<file path="config.mk">
export PLATFORM = sky130hd
export DESIGN_NAME = sa_step_sequencer
export DESIGN_NICKNAME = d
export VERILOG_FILES = /design/src/rtl/sa_step_sequencer.sv
export SDC_FILE = /design/constraint.sdc
export NUM_CORES = 1
export LEC_CHECK = 0
export CAP_MARGIN = 20
export CORE_ASPECT_RATIO = 1.2
export CORE_MARGIN = 1.5
export CORE_UTILIZATION = 53
export CTS_CLUSTER_DIAMETER = 100
export DETAILED_ROUTE_END_ITERATION = 10
export PLACE_DENSITY = 0.91
export SYNTH_ARGS = -nofsm -noshare
export SYNTH_HDL_FRONTEND = slang
export SYNTH_SLANG_ARGS = --single-unit
</file>
<file path="constraint.sdc">
create_clock -name clk -period 4.3 [get_ports clk]
set_input_delay 0.43 -clock clk [delete_from_list [all_inputs] [get_ports clk]]
set_output_delay 0.43 -clock clk [all_outputs]
set_load 0.05 [all_outputs]
</file>
<file path="src/rtl/sa_step_sequencer.sv">
// Step sequencer for a systolic-array pass: walks cnt 0..LAST_STEP once per tile,
// gated by advance, then a one-cycle drain and a one-cycle done pulse.
module sa_step_sequencer #(
    parameter int CNT_W     = 4,
    parameter int LAST_STEP = 8,
    parameter int TILE_W    = 4
) (
    input  logic              clk,
    input  logic              rst,
    input  logic              start,
    input  logic [TILE_W-1:0] num_tiles,
    input  logic              advance,
    input  logic              abort,
    output logic [CNT_W-1:0]  cnt,
    output logic              cnt_valid,
    output logic [TILE_W-1:0] tile_idx,
    output logic              busy,
    output logic              done
);

    localparam logic [CNT_W-1:0] LAST = CNT_W'(LAST_STEP);

    typedef enum logic [1:0] {
        IDLE   = 2'd0,
        RUN    = 2'd1,
        DRAIN  = 2'd2,
        FINISH = 2'd3
    } state_t;

    state_t             state, state_n;
    logic [CNT_W-1:0]   cnt_n;
    logic [TILE_W-1:0]  tile_n;
    logic [TILE_W-1:0]  last_tile, last_tile_n;

    always_ff @(posedge clk or posedge rst) begin
        if (rst) begin
            state     <= IDLE;
            cnt       <= '0;
            tile_idx  <= '0;
            last_tile <= '0;
        end else begin
            state     <= state_n;
            cnt       <= cnt_n;
            tile_idx  <= tile_n;
            last_tile <= last_tile_n;
        end
    end

    always_comb begin
        state_n     = state;
        cnt_n       = cnt;
        tile_n      = tile_idx;
        last_tile_n = last_tile;
        unique case (state)
            IDLE: begin
                // start beats a simultaneous abort; abort alone is ignored here
                if (start) begin
                    last_tile_n = (num_tiles == '0) ? '0 : num_tiles - TILE_W'(1);
                    cnt_n       = '0;
                    tile_n      = '0;
                    state_n     = RUN;
                end
            end
            RUN: begin
                if (abort) begin
                    cnt_n   = '0;
                    tile_n  = '0;
                    state_n = FINISH;
                end else if (advance) begin
                    if (cnt != LAST) begin
                        cnt_n = cnt + CNT_W'(1);
                    end else if (tile_idx != last_tile) begin
                        cnt_n  = '0;
                        tile_n = tile_idx + TILE_W'(1);
                    end else begin
                        // cnt stays parked at LAST through the drain cycle
                        state_n = DRAIN;
                    end
                end
            end
            DRAIN: begin
                if (abort) begin
                    cnt_n  = '0;
                    tile_n = '0;
                end
                state_n = FINISH;
            end
            FINISH: begin
                cnt_n   = '0;
                tile_n  = '0;
                state_n = IDLE;
            end
            default: state_n = IDLE;
        endcase
    end

    assign cnt_valid = (state == RUN);
    assign busy      = (state == RUN) || (state == DRAIN);
    assign done      = (state == FINISH);

endmodule

</file>
# Word-level counts from Yosys, hierarchy flattened
# Cells that the tools add are included.
# classes
mux	19
eq_ne	12
reduce_logical	7
n_addsub	3
# ops
op	count
$mux W4	11
$pmux W4 S4	2
$mux W2	5
$ne A3 B3 Y1 const B	3
$add A4 B1 Y4 const B	2
$pmux W2 S4	1
$reduce_and A4 Y1	2
$reduce_and A5 Y1	1
$eq A2 B2 Y1 const B	2
$logic_not A4 Y1	1
$ne A2 B2 Y1 const B	2
$ne A4 B2 Y1 const B	1
$ne A4 B4 Y1	1
$ne A4 B4 Y1 const B	1
$sub A4 B1 Y4 const B	1
$ne A3 B2 Y1 const B	1
$eq A2 B1 Y1 const B	1
$logic_not A2 Y1	1
$reduce_and A2 Y1	1
$logic_or A1 B1 Y1	1
# word_totals
reg_bits	14
wordCells	45
output_inout_bits	11
in_bits	9

# Longest topological paths before layout
# depth
word_depth	6
depth_mapped	7

# Least setup slack after synthesis
# OpenSTA, ideal clock, no wires.
# synth_path
path_kind	flip-flop to flip-flop
startpoint	register state[1]
endpoint	register tile_idx[1]
arrival_ns	1.887
required_time_ns	4.178
path_stages_with_launch	8
setup_slack_ns	2.291
synth_period_minus_slack_ns	2.009
setup_time_ns	0.122
path_buffers	1
path_cell_list	dfrtp_1 inv_1 ha_1 nand2b_1 buf_6 o221ai_1 nor2_1 a32o_1
# synth_between
elab_chain_len	3
# synth_lines
element	line	source
from (decl)	30	state_t state, state_n;
from (signal assigned)	42	state <= state_n;
$eq A2 B1 Y1 *	-	
named net cnt_valid	15	output logic cnt_valid,
$ne A3 B2 Y1 (no source line) or $ne A3 B3 Y1 (tied branches)	-	
$reduce_and A5 Y1 (no source line)	-	
to (signal assigned)	44	tile_idx <= tile_n;
to (decl)	16	output logic [TILE_W-1:0] tile_idx,
# Mark *: on every way through the listed nets, which the timed path passes. The rest lies on a longest branch.
# A chain may end at the register's enable or synchronous reset.

# Worst setup path after layout
# layout_path
startpoint	register state[1]
endpoint	output busy
# layout_between
elab_chain_len	2
# layout_lines
element	line	source
$eq A2 B1 Y1 or $eq A2 B2 Y1 (tied branches)	98	assign busy = (state == RUN) || (state == DRAIN);
$logic_or A1 B1 Y1 *	98	
to (decl)	17	output logic busy,
# Every way passes the cells marked *; elsewhere a longest branch is shown, timed or not.

==> results.cfg <==
[floorplan]
fp.dieArea_um2 = 2040
boundaryPins = 20
floorplan.initialDensity = 0.575
rows = 16
die_width_um = 41.5
fp.coreArea_um2 = 1640
chipHeight_um = 49.2

[power]
power.switching_fraction = 0.469
ir_drop_mv = 0.549
power_density_nw_per_um2 = 528
p_clk_frac = 0.117
total_switching_power_mw = 0.289
leakage_nw = 0.531
combPwrFrac = 0.571
sequentialPowerShare = 0.312
design_power_total_mw = 0.616
internal_power_of_the_cells_mw = 0.327

[synthesis]
yosysSeqAreaShare = 0.371
synthesis.nets = 113
synth_seq_cells = 14
netlist_instances = 96
dominantRegCellSynth = sky130_fd_sc_hd__dfrtp_1
yosys_warnings = 0
syn_avg_cell_area_um2 = 9.83
number_of_enable_type_register_cells_in_the_synthesized_netlist = 0
async_reset_ff_frac = 1.00
post_synth_num_cell_types = 36
mapped_cell_area_um2 = 943

[worst_setup_path]
r2r-start = state[1]
slowest_stage = sky130_fd_sc_hd__clkdlybuf4s50_1
end_kind = primary output
worst-r2r-cell-count = 6
crit_type = flop to primary output
crit_path_start_kind = flop
worst_reg2reg_path_endpoint = tile_idx[3]
critical_path.max_stage_delay_ns = 0.80
timing.critical_path.arrival_ns = 1.93
reg2reg_setup_slack_ns = 2.39
worst_ep_required_time_ns = 3.87
cp_cell_sequence = inv_1 -> ha_1 -> clkdlybuf4s50_1
worstPathMaxFanout = 6

[route]
detailed_route_wire_length_per_cell_um = 14.8
initialDrtViolationCount = 14
drc_errors = 0
route.detailed.vias_per_inst = 6.08
drtAntennaViolNets = 0
vias = 821
drt_wl_total_mm = 2.00
drt-pass1-iter-count = 7

[global_routing]
first_global_vias = 757
gr-usage-met1 = 0.219
grt_util_met3 = 0.0333
globalRouteMet2Util = 0.404
top_usage_layer = met2
global_route.overflow_total = 0
wire_length_of_the_first_global_routing_pass_mm = 3.31
maximum_number_of_pins_on_one_net_before_global_route_repair = 15
grt_use_total = 0.215
initial_antenna_violation_count = 0

[timing]
slew_violations = 0
grt_setup_unrepaired = false
setup_violations = 0
final_period_minus_worst_setup_slack_ns = 2.36
timing.fmax_mhz = 423
measured_slew_at_the_worst_slew_check_pin_ns = 0.540
max_slew_margin = 0.640
setup_tns_ns = 0
finalCritPeriodShare = 0.549
finalHoldViolCount = 0
skew_ns = 0.00644

[finish]
filler_cell_count = 138
most_frequent_cells_in_the_layout = 19 x sky130_fd_sc_hd__clkdlybuf4s50_1, 14 x sky130_fd_sc_hd__dfrtp_1, 8 x sky130_fd_sc_hd__ha_1, 7 x sky130_fd_sc_hd__inv_1, 7 x sky130_fd_sc_hd__nand2_1
area_delta_synth_final_pct = 23.7
post_route_cells_drive_above_1_share = 0.0855
diodes = 0
finish.net_count = 136
layout_commonest_cell = sky130_fd_sc_hd__clkdlybuf4s50_1

[min_path]
holdCritPathClass = primary input to asynchronous set/reset pin

[cts]
path_clk_slew_ns = 0.08
cts_setup_buffers = 0
cts.hold.buffers_added = 0
cts_tree = built
cts-htree-levels = 1
worstSkewPairLatency_ns = 0.28
cts_num_sinks = 14
post_cts_resized = 0
ctsRootBufferMaster = sky130_fd_sc_hd__clkbuf_4
max-clock-path-buffers = 2
cts_buffers = 3

[placed_design]
globalplace.congestion = 0.838
detailedPlacementHpwl_mm = 1.60
port_buffers = 19

[flow_run]
cap_violations = 0

[run_status]
status = completed
## area by class of cell
| type | count | area (µm²) | share of cell area |
|---|---|---|---|
| multi-input cells | 74 | 556 | 0.476 |
| flip-flops and latches | 14 | 350 | 0.300 |
| well taps | 18 | 22.5 | 0.0193 |
| repair buffers | 19 | 190 | 0.163 |
| inverters | 7 | 26.3 | 0.0225 |
| clock buffers | 3 | 22.5 | 0.0193 |
## synthesized netlist by cell type, drive strengths merged, types with 2 or more instances
| library cell | instances | area (µm²) |
|---|---|---|
| nand4 | 2 | 12.5 |
| a211o | 3 | 26.3 |
| nand2 | 7 | 26.3 |
| nand2b | 2 | 12.5 |
| a32o | 3 | 30.0 |
| inv | 7 | 26.3 |
| a21o | 2 | 15.0 |
| ha | 8 | 100 |
| nor3 | 5 | 25.0 |
| dfrtp | 14 | 350 |
| and4bb | 2 | 25.0 |
| a21oi | 4 | 20.0 |
| xnor2 | 4 | 42.6 |
| o21ai | 6 | 30.0 |
| nor2 | 5 | 18.8 |
| o31ai | 3 | 22.5 |
| nand3 | 3 | 15.0 |
## cells by family (layout without fill, tap and decap cells)
family	count (synthesis)	count (layout)	share of synthesized area
flip-flops	14	14	0.371
XOR/XNOR	4	4	0.0451
buffers and inverters	8	29	0.0398
AO/OA/AOI/OAI	29	29	0.233
multiplexers	1	1	0.0119
adder cells (fa/ha/maj)	8	8	0.106
AND/OR/NAND/NOR	32	32	0.192
## power groups by stage
stage	registers (mW)	logic [mW]	clock network [mW]
floorplan	0.199	0.261	0
global placement	0.192	0.338	0
detailed placement	0.197	0.351	0
CTS	0.194	0.353	0.0741
global route	0.198	0.379	0.0795
finish	0.193	0.352	0.0720
## how the worst max path moves through the flow
stage,from,end,slack (ns)
floorplan,state[1],tile_idx[1],2.29
global placement,abort,tile_idx[1],2.20
detailed placement,abort,tile_idx[1],2.17
CTS,state[1],busy,1.92
global route,state[1],busy,1.86
finish,state[1],busy,1.94
## critical path: cells and delay by family, from the launching register on
kind / cells / cell delay (ns)
adders and majority gates: 1 / 0.31
DFF: 1 / 0.44
buffers and inverters: 2 / 0.91
## stage by stage
stage               cells  cell area [µm²]  hold slack [ns]   util  setup slack, ns
finish                135             1170            0.486  0.711             1.94
global route          135             1170            0.536  0.711             1.86
CTS                   135             1170            0.506  0.711             1.92
detailed placement    132             1140            0.501  0.697             2.17
global placement      132             1140            0.482  0.697             2.20
floorplan              96              943            0.319      -             2.29
## registers in the layout (all words and copies together), names as in the netlist
name,cells
cnt,4
last_tile,4
state,2
tile_idx,4
## per-layer routing
metal	share of wire	up-vias
met1	0.40	390
met4	0.016	0
li1	-	404
met5	0	-
met3	0.030	4
met2	0.55	23
(Power assumes the default switching activity.)
